<file path="src/rtl/traffic_fsm.sv">
// Main sequencing FSM of the traffic light controller: lamp sequencing, walk latch,
// reprogrammable intervals. Define TRAFFIC_FSM_DBG_EN to expose state_dbg/time_left.
module traffic_fsm #(
    parameter int T_BASE_DEF = 6,
    parameter int T_EXT_DEF  = 3,
    parameter int T_YEL_DEF  = 2,
    parameter int TW         = 4
) (
    input  logic          clk,
    input  logic          Reset_Sync,
    input  logic          Sensor_Sync,
    input  logic          WR_Sync,
    input  logic          Prog_Sync,
    input  logic          tick_1hz,
    input  logic [1:0]    Time_Param_Selector,
    input  logic [TW-1:0] Time_Value,
    output logic [2:0]    main_lights,
    output logic [2:0]    side_lights,
    output logic          walk_lamp
`ifdef TRAFFIC_FSM_DBG_EN
    ,
    output logic [2:0]    state_dbg,
    output logic [TW-1:0] time_left
`endif
);

    typedef enum logic [2:0] {
        MG1    = 3'd0,
        MG2    = 3'd1,
        MY     = 3'd2,
        WALK   = 3'd3,
        SG     = 3'd4,
        SG_EXT = 3'd5,
        SY     = 3'd6
    } state_t;

    localparam logic [TW-1:0] BASE_D = TW'(T_BASE_DEF);
    localparam logic [TW-1:0] EXT_D  = TW'(T_EXT_DEF);
    localparam logic [TW-1:0] YEL_D  = TW'(T_YEL_DEF);
    localparam logic [TW-1:0] ONE    = TW'(1);

    state_t        state, state_nx;
    logic [TW-1:0] cnt, cnt_nx;
    logic [TW-1:0] t_base, t_base_nx;
    logic [TW-1:0] t_ext, t_ext_nx;
    logic [TW-1:0] t_yel, t_yel_nx;
    logic          walk, walk_nx;
    logic [2:0]    main_nx, side_nx;
    logic          walk_lamp_nx;

    always_comb begin
        state_nx  = state;
        cnt_nx    = cnt;
        t_base_nx = t_base;
        t_ext_nx  = t_ext;
        t_yel_nx  = t_yel;
        walk_nx   = walk | WR_Sync;

        if (Prog_Sync) begin
            unique case (Time_Param_Selector)
                2'b00:   t_base_nx = (Time_Value == '0) ? BASE_D : Time_Value;
                2'b01:   t_ext_nx  = (Time_Value == '0) ? EXT_D  : Time_Value;
                2'b10:   t_yel_nx  = (Time_Value == '0) ? YEL_D  : Time_Value;
                default: ;
            endcase
            state_nx = MG1;
            cnt_nx   = t_base_nx;
        end else if (tick_1hz) begin
            if (cnt == ONE) begin
                unique case (state)
                    MG1: begin
                        state_nx = MG2;
                        cnt_nx   = Sensor_Sync ? t_ext : t_base;
                    end
                    MG2: begin
                        state_nx = MY;
                        cnt_nx   = t_yel;
                    end
                    MY: begin
                        if (walk) begin
                            state_nx = WALK;
                            cnt_nx   = t_ext;
                            // a request arriving on the clearing edge survives for the next round
                            walk_nx  = WR_Sync;
                        end else begin
                            state_nx = SG;
                            cnt_nx   = t_base;
                        end
                    end
                    WALK: begin
                        state_nx = SG;
                        cnt_nx   = t_base;
                    end
                    SG: begin
                        state_nx = Sensor_Sync ? SG_EXT : SY;
                        cnt_nx   = Sensor_Sync ? t_ext : t_yel;
                    end
                    SG_EXT: begin
                        state_nx = SY;
                        cnt_nx   = t_yel;
                    end
                    default: begin
                        state_nx = MG1;
                        cnt_nx   = t_base;
                    end
                endcase
            end else begin
                cnt_nx = cnt - ONE;
            end
        end
    end

    // Lamps decode the next state so they update with the state register
    always_comb begin
        main_nx      = 3'b100;
        side_nx      = 3'b100;
        walk_lamp_nx = 1'b0;
        unique case (state_nx)
            MG1, MG2:   main_nx = 3'b001;
            MY:         main_nx = 3'b010;
            WALK:       walk_lamp_nx = 1'b1;
            SG, SG_EXT: side_nx = 3'b001;
            SY:         side_nx = 3'b010;
            default:    main_nx = 3'b001;
        endcase
    end

    always_ff @(posedge clk) begin
        if (Reset_Sync) begin
            state       <= MG1;
            cnt         <= BASE_D;
            t_base      <= BASE_D;
            t_ext       <= EXT_D;
            t_yel       <= YEL_D;
            walk        <= 1'b0;
            main_lights <= 3'b001;
            side_lights <= 3'b100;
            walk_lamp   <= 1'b0;
        end else begin
            state       <= state_nx;
            cnt         <= cnt_nx;
            t_base      <= t_base_nx;
            t_ext       <= t_ext_nx;
            t_yel       <= t_yel_nx;
            walk        <= walk_nx;
            main_lights <= main_nx;
            side_lights <= side_nx;
            walk_lamp   <= walk_lamp_nx;
        end
    end

`ifdef TRAFFIC_FSM_DBG_EN
    always_ff @(posedge clk) begin
        if (Reset_Sync) begin
            state_dbg <= '0;
            time_left <= BASE_D;
        end else begin
            state_dbg <= state_nx;
            time_left <= cnt_nx;
        end
    end
`endif

endmodule

</file>
<file path="config.mk">
export PLATFORM = sky130hd
export DESIGN_NAME = traffic_fsm
export DESIGN_NICKNAME = d
export VERILOG_FILES = /design/src/rtl/traffic_fsm.sv
export SDC_FILE = /design/constraint.sdc
export NUM_CORES = 1
export LEC_CHECK = 0
export ABC_AREA = 1
export CAP_MARGIN = 15
export CORE_ASPECT_RATIO = 0.6
export CORE_MARGIN = 3
export CORE_UTILIZATION = 54
export DETAILED_ROUTE_END_ITERATION = 10
export GPL_TIMING_DRIVEN = 0
export PLACE_DENSITY_LB_ADDON = 0.15
export RECOVER_POWER = 50
export SKIP_LAST_GASP = 1
export SYNTH_ARGS = -nofsm -noshare
export SYNTH_HDL_FRONTEND = slang
export SYNTH_SLANG_ARGS = --single-unit
</file>
<file path="constraint.sdc">
create_clock -name clk -period 1.9 [get_ports clk]
set_input_delay 0.38 -clock clk [delete_from_list [all_inputs] [get_ports clk]]
set_output_delay 0.38 -clock clk [all_outputs]
set_load 0.03 [all_outputs]
</file>
# --- After elaboration in Yosys (flattened, before gate mapping) ---
# Index checks and enable logic that the tools add are counted.
totals:
  out_inout_bits: 7
  regBits: 27
  word_cells: 58
  inputBits: 12
classes:
  addsub: 1
  n_eq_ne: 13
  mux: 25
  bitwise_logic: 1
  n_reduce_logical: 9
ops:
  columns: ["op", "count"]
  rows:
  - ["4-bit 2-to-1 mux", 10]
  - ["3-bit one-hot mux with 6 select lines", 1]
  - ["4-bit one-hot mux with 4 select lines", 1]
  - ["3-bit == test (second input constant)", 5]
  - ["3-bit by 2-bit == test with 1-bit output (second input constant)", 4]
  - ["3-bit 2-to-1 mux", 4]
  - ["3-bit one-hot mux with 2 select lines", 2]
  - ["1-bit 2-to-1 mux", 6]
  - ["4-bit by 1-bit == test with 1-bit output (second input constant)", 1]
  - ["4-bit logical NOT", 1]
  - ["2-bit AND reduction", 2]
  - ["2-bit OR reduction", 2]
  - ["4-bit OR reduction", 1]
  - ["4-bit by 1-bit subtractor with 4-bit output (second input constant)", 1]
  - ["3-bit by 1-bit == test with 1-bit output (second input constant)", 1]
  - ["3-bit logical NOT", 1]
  - ["2-bit by 1-bit == test with 1-bit output (second input constant)", 1]
  - ["2-bit == test (second input constant)", 1]
  - ["2-bit logical NOT", 1]
  - ["2-bit 2-to-1 mux", 1]
  - ["2-bit nonzero test", 1]
  - ["1-bit bitwise OR", 1]

# --- Logic depth before layout (Yosys ltp) ---
# Gate-level depths: netlist (run 1).
depth:
  word_depth: 8
  depth_mapped: 11
  depth_no_buf: 10

# --- Worst setup path before layout (run 1) ---
# OpenSTA, ideal clock, no wires.
synth_path:
  path_kind: "flip-flop to flip-flop"
  start: "reg cnt[1]"
  end: "reg main_lights[0]"
  slack_ps: 516
  arrival_time_ps: 1273
  setup_time_ps: 111
  n_path_buf: 0
  path_stages_with_launch: 10
  required_time_ps: 1789
  period_less_slack_ps: 1384
  cell_sequence: "dfxtp_1 -> inv_1 -> ha_1 -> nand2_2 -> nor2_4 -> nand2_2 -> a21oi_4 -> nand3_2 -> nand3_2 -> nor2_2"
synth_via:
  elab_chain_cells: 7
  elab_cells_between_ends: 11
  cone_classes: "eq/ne: 6; mux: 4; reduce/logical: 1"
synth_rtl:
  columns: ["element", "line_no", "source"]
  rows:
  - ["start: declaration", "43", "logic [TW-1:0] cnt, cnt_nx;"]
  - ["start signal: assignment", "141", "cnt <= cnt_nx;"]
  - ["4-bit by 1-bit == test with 1-bit output (*)", "69", "if (cnt == ONE) begin"]
  - ["3-bit 2-to-1 mux (*)", "69", null]
  - ["3-bit 2-to-1 mux (*)", "68", "end else if (tick_1hz) begin"]
  - ["3-bit 2-to-1 mux (*)", "59", "if (Prog_Sync) begin"]
  - ["3-bit by 2-bit == test with 1-bit output or 3-bit == test (tied branches)", "118", "unique case (state_nx)"]
  - ["4-bit OR reduction (no source line)", null, null]
  - ["3-bit one-hot mux with 2 select lines (*)", "118", null]
  - ["end signal: assignment", "146", "main_lights <= main_nx;"]
  - ["end: declaration", "17", "output logic [2:0] main_lights,"]
# Every way passes the cells marked *; elsewhere a longest branch is shown, timed or not.
# A chain may end at the register's enable or synchronous reset.

# --- Worst setup path after layout (run 1) ---
layout_path:
  start: "in tick_1hz"
  end: "reg side_lights[2]"
layout_via:
  elab_chain_cells: 5
  elab_cells_between_ends: 7
  cone_classes: "eq/ne: 3; mux: 3; reduce/logical: 1"
layout_rtl:
  columns: ["element", "line_no", "source"]
  rows:
  - ["start: declaration", "14", "input logic tick_1hz,"]
  - ["3-bit 2-to-1 mux (*)", "68", null]
  - ["3-bit 2-to-1 mux (*)", "59", null]
  - ["3-bit == test", "118", null]
  - ["2-bit OR reduction", null, null]
  - ["3-bit one-hot mux with 2 select lines (*)", "118", null]
  - ["end signal: assignment", "147", "side_lights <= side_nx;"]
  - ["end: declaration", "18", "output logic [2:0] side_lights,"]
# Marks and branches as above.

==> results_dict.tcl, run 1 <==
set metrics [dict create \
    outcome "finished clean" \
    synth_top_family_by_area "simple AND/OR/NAND/NOR gates" \
    p_leak_nw 0.813 \
    overflow 0 \
    r2r-end "main_lights[0]" \
    portBuffers 15 \
    peakVddDrop_uv 305 \
    powerDensity_nw_per_um2 633 \
    drive_gt1_frac 0.123 \
    fp.dieH_um 46.8 \
    cp.arrival_ns 1.87 \
    fillerInstances 222 \
    grt_pass1_vias 1231 \
    clk_root_buffer_cell "clkbuf_8" \
    ys_types 28 \
    netlist_area_um2 1500 \
    ant_nets 0 \
    synthAdderAreaFrac 0.0167 \
    vias 1432 \
    syn_avg_cell_area_um2 6.95 \
    synthMuxAreaShare 0 \
    ys_async_sr_fraction 0 \
    nets 250 \
    synth_compound_area_frac 0.188 \
    drc 0 \
    area_growth_pct 14.7 \
    timing.critical_path.slowest_cell_delay_ns 0.60 \
    viasPerCell 5.36 \
    drtIter0Drc 123 \
    antenna_found_initial 0 \
    place.gp.congestion 0.931 \
    worst_hold_path_type "in2reg" \
    worstPathRequired_ns 2.08 \
    worstHoldStart "Prog_Sync" \
    end_kind "register" \
    dieArea_um2 3470 \
    tightest_slew_ns 0.768 \
    reg2reg_setup_slack_ns 0.22 \
    whs_path_depth 2 \
    synth-simple-area-share 0.322 \
    timing_worst_setup_path_type "in2reg" \
    antenna_cells 0 \
    h-tree-depth 1 \
    final.min_clock_period_ns 1.69 \
    first_pass_iters 5 \
    sequentialPowerShare 0.557 \
    ctsResizeCount 0 \
    swShare 0.273 \
    maxCapViolations 0 \
    crit_path_top_delay_cell "clkdlybuf4s50_1" \
    dp_hpwl_um 2820 \
    synth-xor-area-share 0.00584 \
    grt_max_degree 17 \
    cts_buffer_depth 2 \
    synth-seq-cells 27 \
    fp.dieW_um 74.0 \
    finalSetupViolations 0 \
    timing.hold.ws_ns 0.398 \
    fin_crit_sh 0.892 \
    path_delay_family "buffers and inverters" \
    critPathMaxFanout 5 \
    max_freq_ghz 0.590 \
    std_cell_rows 14 \
    grt_setup_unrepaired "false" \
    grt_pass1_wl_um 5740 \
    cpMostUsedCell "nand2_2" \
    mostFrequentLayoutCell "nand2_1" \
    worst_slack_ns 0.205 \
    start_util 0.583 \
    cts_buffers 3 \
    syn-num-nets 230 \
    relSlewSlack 0.484 \
    core_um2 2570 \
    clk_latency_ns 0.28 \
    worst-path-buf-inv 2 \
    synth_edf_count 0 \
    top_level_ports 19 \
    final_hold_viol_count 0 \
    grtUsageTotal 0.226 \
    startpoint_type "primary input" \
    finalMaxSlewViolations 0 \
    cts_setup_buffers 0 \
    cts_tree "yes" \
    r2r_start "cnt[0]" \
    crit_chain "clkdlybuf4s50_1 > nand3_4 > nor2_4 > nand2_2 > a21oi_1 > nand2_2 > inv_1 > nor2_1" \
    ys_seq_area_frac 0.360 \
    clkSinkCount 27 \
    netlist_instances 216 \
    postCtsHoldBufs 0 \
    wire_per_inst_um 13.5 \
    most-common-layout-cells "nand2_1 (51), inv_1 (33), dfxtp_1 (27)" \
    cts.clk_slew.worst_paths_ns 0.10 \
    skew_ns 0.00821 \
    drt_wl_total_um 3600 \
    whs_endpoint "state[2]" \
    yosysWarnings 0 \
    p_int_uw 793 \
    reg2reg_depth 8 \
    pre_cts_slack_ns -0.0343 \
    pwr-share-clk 0.314 \
    ys.flop_type "dfxtp_1" \
    p_switching_uw 297 \
    p_comb_frac 0.129 \
    critical_path.startpoint "tick_1hz" \
]
==> routing by layer <==
| layer | track usage | vias up | routed length, um | share of wire |
|---|---|---|---|---|
| li1 | - | 729 | - | - |
| met1 | 0.339 | 653 | 1830 | 0.51 |
| met2 | 0.315 | 46 | 1500 | 0.42 |
| met3 | 0.0513 | 4 | 234 | 0.065 |
| met4 | 0.0758 | 0 | 38 | 0.011 |
| met5 | 0 | - | 0 | 0 |
==> power by group through the flow <==
stage               Clock (mW)  Sequential [mW]  Combinational (mW)
finish                   0.342            0.607               0.141
global placement             0            0.618               0.135
global route             0.373            0.610               0.158
CTS                      0.344            0.606               0.141
detailed placement           0            0.619               0.140
floorplan                    0            0.615              0.0962
==> cell type report <==
cell class,count,area (um2),share of cell area
buffer,4,21.3,0.0124
clock buffer,3,41.3,0.0240
clock inverter,1,7.51,0.00436
inverter,37,139,0.0807
multi-input combinational,148,781,0.454
sequential,27,541,0.314
tap,32,40.0,0.0233
timing repair buffer,15,150,0.0873
==> kinds of logic (layout without fill, tap and decap cells) <==
| family | count (synthesis) | after routing |
|---|---|---|
| AND/OR/NAND/NOR | 96 | 96 |
| AO/OA/AOI/OAI | 49 | 49 |
| buffers and inverters | 41 | 60 |
| flip-flops | 27 | 27 |
| adder cells (fa/ha/maj) | 2 | 2 |
| XOR/XNOR | 1 | 1 |
==> flip-flops by register name, indices dropped and copies added, names as in the netlist <==
register / count
walk_lamp: 1
t_base: 4
t_yel: 4
walk: 1
side_lights: 3
cnt: 4
t_ext: 4
state: 3
main_lights: 3
==> stage by stage <==
stage | instances | utilization | power, mW | instance area (um2) | setup TNS, ns
4_1_cts | 267 | 0.675 | 1.09 | 1740 | 0
5_1_grt | 267 | 0.668 | 1.14 | 1720 | 0
3_3_place_gp | 263 | 0.656 | 0.753 | 1690 | -0.000414
6_report | 267 | 0.668 | 1.09 | 1720 | 0
3_5_place_dp | 263 | 0.656 | 0.759 | 1690 | -0.0696
2_1_floorplan | 216 | - | 0.711 | 1500 | 0
==> synth_stat cells, types with 2 or more instances <==
| master | instances | area, um2 |
|---|---|---|
| nand2_2 | 8 | 50.1 |
| a211oi_1 | 2 | 15.0 |
| o21ai_0 | 20 | 100 |
| inv_1 | 32 | 120 |
| nand3_2 | 3 | 30.0 |
| buf_2 | 2 | 10.0 |
| nand4_1 | 3 | 18.8 |
| inv_2 | 5 | 18.8 |
| nor2_1 | 13 | 48.8 |
| nand3_1 | 9 | 45.0 |
| nand2_1 | 50 | 188 |
| nor2_4 | 5 | 56.3 |
| dfxtp_1 | 27 | 541 |
| a21oi_1 | 21 | 105 |
| a21oi_4 | 2 | 32.5 |
| ha_1 | 2 | 25.0 |
==> worst max-delay path by stage <==
stage               cells past startpoint             end  slack (ns)
finish                                  8  side_lights[2]        0.21
detailed placement                      7          cnt[1]       -0.03
CTS                                     1       walk_lamp        0.25
global route                            7          cnt[1]        0.08
floorplan                               9  main_lights[0]        0.52
global placement                        7          cnt[1]     -0.0004
Note: power is estimated with default switching activity, not from simulation.
==> run 2, diff against run 1 <==
- ABC_AREA: 1 -> 0
- CORE_UTILIZATION: 54 -> 53
==> run 2 against run 1 <==
Clock power down 5%. Sequential share of layout area up 1.3 points. Sequential cell count unchanged. Synthesized area down 8.8%. Highest routed layer unchanged. Final cell count down 20%. First-iteration DRC count down 39%. Worst setup slack worse by 0.12 ns. Routed wire length down 9.5%.
==> results_dict.tcl, run 2 <==
set metrics [dict create \
    cts.clk_slew.worst_paths_ns 0.09 \
    reg2reg_depth 6 \
    dp_hpwl_um 2420 \
    ys.flop_type "dfxtp_1" \
    fin_crit_sh 0.954 \
    whs_path_depth 1 \
    crit_chain "buf_6 > or3b_4 > a32o_1 > a221oi_1 > a211oi_1 > o21a_1" \
    swShare 0.253 \
    worst_slack_ns 0.0881 \
    dieArea_um2 3250 \
    p_int_uw 802 \
    synth_edf_count 0 \
    finalMaxSlewViolations 0 \
    grt_setup_unrepaired "false" \
    fin_tns_setup_ns 0 \
    fp.dieH_um 45.4 \
    cts_buffer_depth 2 \
    placedInstanceArea_um2 1570 \
    antenna_cells 0 \
    maxCapViolations 0 \
    drt_wl_total_um 3260 \
    fp.dieW_um 71.6 \
    p_switching_uw 271 \
    cts_setup_buffers 0 \
    final_hold_viol_count 0 \
    p_comb_frac 0.134 \
    sequentialPowerShare 0.564 \
    p_leak_nw 0.633 \
    yosys.area.top_type "dfxtp_1" \
    area_growth_pct 20.8 \
    syn_avg_cell_area_um2 8.35 \
    grtUsageTotal 0.216 \
    core_um2 2310 \
    final.min_clock_period_ns 1.81 \
    ant_nets 0 \
    yosysMostFrequentCell "dfxtp_1" \
    netlist_instances 164 \
    yosys-top-cells-area "dfxtp_1 (39%), nor2_1 (6.0%), mux2i_1 (5.9%), a21oi_1 (5.1%), o21ai_0 (2.9%)" \
    pwr-share-clk 0.302 \
    viasPerCell 5.93 \
    tightest_slew_ns 0.445 \
    critPathMaxFanout 10 \
    worstPathRequired_ns 2.08 \
    grt_pass1_wl_um 5290 \
    r2r-end "cnt[3]" \
    finalSetupViolations 0 \
    drc 0 \
    worst_hold_path_type "reg2reg" \
    portBuffers 16 \
    netlist_area_um2 1370 \
    clkSinkCount 27 \
    clk_root_buffer_cell "clkbuf_8" \
    outcome "finished clean" \
    skew_ns 0.00218 \
    relSlewSlack 0.704 \
    whs_endpoint "t_yel[1]" \
    vias 1264 \
    grt_max_degree 15 \
    peakVddDrop_uv 414 \
    ys_types 44 \
    timing.critical_path.slowest_cell_delay_ns 0.39 \
    timing_worst_setup_path_type "reg2reg" \
    worstHoldStart "t_yel[1]" \
    ys_async_sr_fraction 0 \
    start_util 0.593 \
    crit_path_top_delay_cell "or3b_4" \
    timing.hold.ws_ns 0.485 \
    startpoint_type "register" \
    clk_latency_ns 0.27 \
    end_kind "register" \
    nets 198 \
    synth-seq-cells 27 \
    top_level_ports 19 \
    synth_top_area_share 0.395 \
    wire_per_inst_um 15.3 \
    yosysWarnings 0 \
    reg2reg_setup_slack_ns 0.09 \
    finish.instance_area_um2 1650 \
    powerDensity_nw_per_um2 649 \
    h-tree-depth 1 \
    cts_tree "yes" \
    mostFrequentLayoutCell "dfxtp_1" \
    most-common-layout-cells "dfxtp_1 (27), nor2_1 (22), a21oi_1 (13)" \
    first_pass_iters 5 \
    pre_cts_slack_ns -0.247 \
    cp.arrival_ns 1.99 \
    std_cell_rows 13 \
    cts_buffers 3 \
    ys_top_cells_by_count "dfxtp_1 (27), nor2_1 (22), a21oi_1 (14)" \
    antenna_found_initial 0 \
    place.gp.congestion 0.893 \
    max_freq_ghz 0.552 \
    r2r_start "state[2]" \
    syn-num-nets 178 \
    overflow 0 \
    grt_pass1_vias 1036 \
    ys_seq_area_frac 0.395 \
    drive_gt1_frac 0.104 \
    drtIter0Drc 75 \
]
[run 2: cell types whose count changed in the layout (fill, tap and decap cells not counted), sizes merged, moves of 5 or more]
cell,delta
o21ai,-12
clkbuf,+5
mux2i,+8
inv,-30
nand2,-48
a21oi,-8
nand3,-7
[run 2: power groups by stage]
stage | sequential [mW] | clock (mW) | combinational [mW]
2_1_floorplan | 0.612 | 0 | 0.0894
3_3_place_gp | 0.616 | 0 | 0.132
3_5_place_dp | 0.618 | 0 | 0.135
4_1_cts | 0.605 | 0.336 | 0.137
5_1_grt | 0.610 | 0.356 | 0.160
6_report | 0.605 | 0.324 | 0.143
[run 2: how the worst max path moves through the flow]
stage,startpoint,slack [ns],depth (start not counted),endpoint
2_1_floorplan,cnt[1],0.26,8,cnt[0]
3_3_place_gp,Sensor_Sync,-0.25,6,main_lights[0]
3_5_place_dp,Sensor_Sync,-0.25,6,main_lights[0]
4_1_cts,cnt[1],0.002,8,cnt[2]
5_1_grt,Sensor_Sync,0.02,6,main_lights[0]
6_report,state[2],0.09,6,cnt[3]
[run 2: what timing repair did]
item                       in CTS  in global routing
setup endpoints to repair       0                  8
gates resized for setup         0                 10
hold buffers                    0                  0
[run 2: logic make-up after synthesis]
group                      count (synthesis)  share of synthesized area
adders and majority gates                  2                     0.0183
DFF                                       27                      0.395
and+or+nand+nor                           66                      0.249
muxes                                      8                     0.0585
buffers and inverters                     16                     0.0512
AOI/OAI and AO/OA                         45                      0.229
[run 2: routing by layer]
layer / share of wire / global-route usage / vias to the layer above
met4: 0.0049 / 0.0449 / 0
li1: - / - / 636
met2: 0.42 / 0.286 / 50
met3: 0.081 / 0.0800 / 4
met5: 0 / 0 / -
met1: 0.50 / 0.327 / 574
[run 2: layout make-up]
cell class | instances | area [um2]
plain buffers | 8 | 40.0
clock buffers | 4 | 45.0
fillers | 173 | 656
inverters | 7 | 26.3
multi-input cells | 121 | 802
flip-flops and latches | 27 | 541
well taps | 30 | 37.5
repair buffers | 16 | 163
[run 2: metrics by stage]
stage	utilization	instances	power [mW]
detailed placement	0.678	210	0.753
finish	0.716	213	1.07
global route	0.716	213	1.13
floorplan	-	164	0.701
global placement	0.678	210	0.749
CTS	0.698	214	1.08
[run 2: worst max-delay path: cells and delay by family (launching register included)]
| kind | cells | cell delay [ns] |
|---|---|---|
| AO/OA/AOI/OAI | 4 | 0.88 |
| AND/OR/NAND/NOR | 1 | 0.39 |
| flip-flops | 1 | 0.32 |
| buffers and inverters | 1 | 0.13 |
==> run 3, diff against run 2 <==
- ABC_AREA: 0 -> 1
- CORE_MARGIN: 3 -> 2
- CORE_UTILIZATION: 53 -> 54
==> run 3 against run 2 <==
Clock power rose by 2%. Final cell count rose by 25%. Clock skew fell by 0.00069 ns. Critical path type is now in2reg. Critical endpoint is now side_lights[2].
==> results_dict.tcl, run 3 (same netlist as run 1, synthesis figures left out) <==
set metrics [dict create \
    final.min_clock_period_ns 1.72 \
    h-tree-depth 1 \
    most-common-layout-cells "nand2_1 (52), inv_1 (32), dfxtp_1 (27)" \
    fin_crit_sh 0.903 \
    grt_setup_unrepaired "false" \
    viasPerCell 5.39 \
    startpoint_type "primary input" \
    critical_path.startpoint "tick_1hz" \
    skew_ns 0.00149 \
    first_pass_iters 4 \
    worst_hold_path_type "in2reg" \
    r2r-end "side_lights[2]" \
    antenna_cells 0 \
    ant_nets 0 \
    cts_buffers 3 \
    report.power.total_mw 1.08 \
    dieArea_um2 3230 \
    wire_per_inst_um 13.2 \
    critPathMaxFanout 5 \
    postCtsHoldBufs 0 \
    fillerInstances 229 \
    final_util 0.670 \
    top_level_ports 19 \
    portBuffers 15 \
    overflow 0 \
    regArea_um2 541 \
    clk_root_buffer_cell "clkbuf_8" \
    worstHoldStart "Prog_Sync" \
    grtUsageTotal 0.244 \
    area_growth_pct 15.0 \
    fp.dieH_um 44.8 \
    grt_max_degree 15 \
    end_kind "register" \
    p_int_uw 794 \
    antenna_found_initial 0 \
    max_freq_ghz 0.583 \
    r2r_start "cnt[0]" \
    worstPathRequired_ns 2.08 \
    place.gp.congestion 0.968 \
    finalSetupViolations 0 \
    fp.dieW_um 72.0 \
    p_switching_uw 285 \
    maxCapViolations 0 \
    mostFrequentLayoutCell "nand2_1" \
    start_util 0.583 \
    dp_cells 263 \
    placedInstanceArea_um2 1690 \
    multi_input_area_um2 790 \
    tightest_slew_ns 0.790 \
    vias 1439 \
    drive_gt1_frac 0.123 \
    ctsResizeCount 0 \
    swShare 0.264 \
    std_cell_rows 14 \
    p_leak_nw 0.811 \
    final_hold_viol_count 0 \
    grt_pass1_vias 1274 \
    reg2reg_setup_slack_ns 0.30 \
    dp_hpwl_um 2810 \
    nets 250 \
    cp.arrival_ns 1.90 \
    reg2reg_depth 8 \
    final_cells 267 \
    grt_pass1_wl_um 5890 \
    outcome "finished clean" \
    drtIter0Drc 80 \
    core_um2 2570 \
    peakVddDrop_uv 323 \
    cts_setup_buffers 0 \
    cts.clk_slew.worst_paths_ns 0.09 \
    clkSinkCount 27 \
    finish.instance_area_um2 1730 \
    p_comb_frac 0.130 \
    clk_latency_ns 0.27 \
    whs_path_depth 2 \
    endpoint "side_lights[2]" \
    cts_tree "yes" \
    sequentialPowerShare 0.563 \
    drt_wl_total_um 3520 \
    timing.hold.ws_ns 0.399 \
    timing_worst_setup_path_type "in2reg" \
    pwr-share-clk 0.307 \
    drc 0 \
    relSlewSlack 0.470 \
    cts_buffer_depth 2 \
    finalMaxSlewViolations 0 \
    powerDensity_nw_per_um2 625 \
]
-- run 3: cell types whose count changed in the layout (fill, tap and decap cells not counted), moves of 4 or more --
cell / delta
inv_2: +5
nor2_4: +4
nand2_1: +42
nor2_1: -9
nand2_2: +6
clkbuf_1: -4
nor3_1: -4
mux2i_1: -8
inv_1: +25
a21oi_1: +8
o21ai_0: +12
-- run 3: how the worst min path moves through the flow --
| stage | endpoint | slack [ns] |
|---|---|---|
| finish | state[2] | 0.40 |
| global route | state[2] | 0.41 |
| CTS | state[2] | 0.39 |
| detailed placement | t_yel[1] | 0.46 |
| global placement | t_yel[1] | 0.46 |
| floorplan | t_yel[1] | 0.44 |
-- run 3: layout make-up --
type                       instances  area share
buffer                             4      0.0123
multi-input combinational        148       0.458
sequential                        27       0.313
clock buffer                       4      0.0261
tap                               32      0.0232
inverter                          37      0.0805
timing repair buffer              15      0.0870
-- run 3: critical path, cell delays in order --
cell and delay, ns:
dlygate4sd3_1 0.69, inv_1 0.11, nor2_4 0.15, nand2_2 0.09
a21oi_4 0.21, nand3_2 0.12, inv_1 0.10, nor2_1 0.04
-- run 3: routing by layer --
layer  global-route usage  routed length (um)
met1                0.358                1730
met4                0.102                  74
met3               0.0625                 315
met2                0.343                1400
met5                    0                   0
-- run 3: stage by stage --
step                      TNS [ns]  setup WS (ns)
after floorplan                  0          0.516
after global placement           0        0.00160
after detailed placement   -0.0870        -0.0410
after CTS                        0          0.244
after global routing             0         0.0638
final                            0          0.183
-- run 3: power by group through the flow --
stage	sequential [mW]	clock (mW)	combinational (mW)
3_3_place_gp	0.618	0	0.135
4_1_cts	0.606	0.331	0.140
3_5_place_dp	0.619	0	0.140
5_1_grt	0.609	0.357	0.157
6_report	0.607	0.331	0.140
2_1_floorplan	0.615	0	0.0962
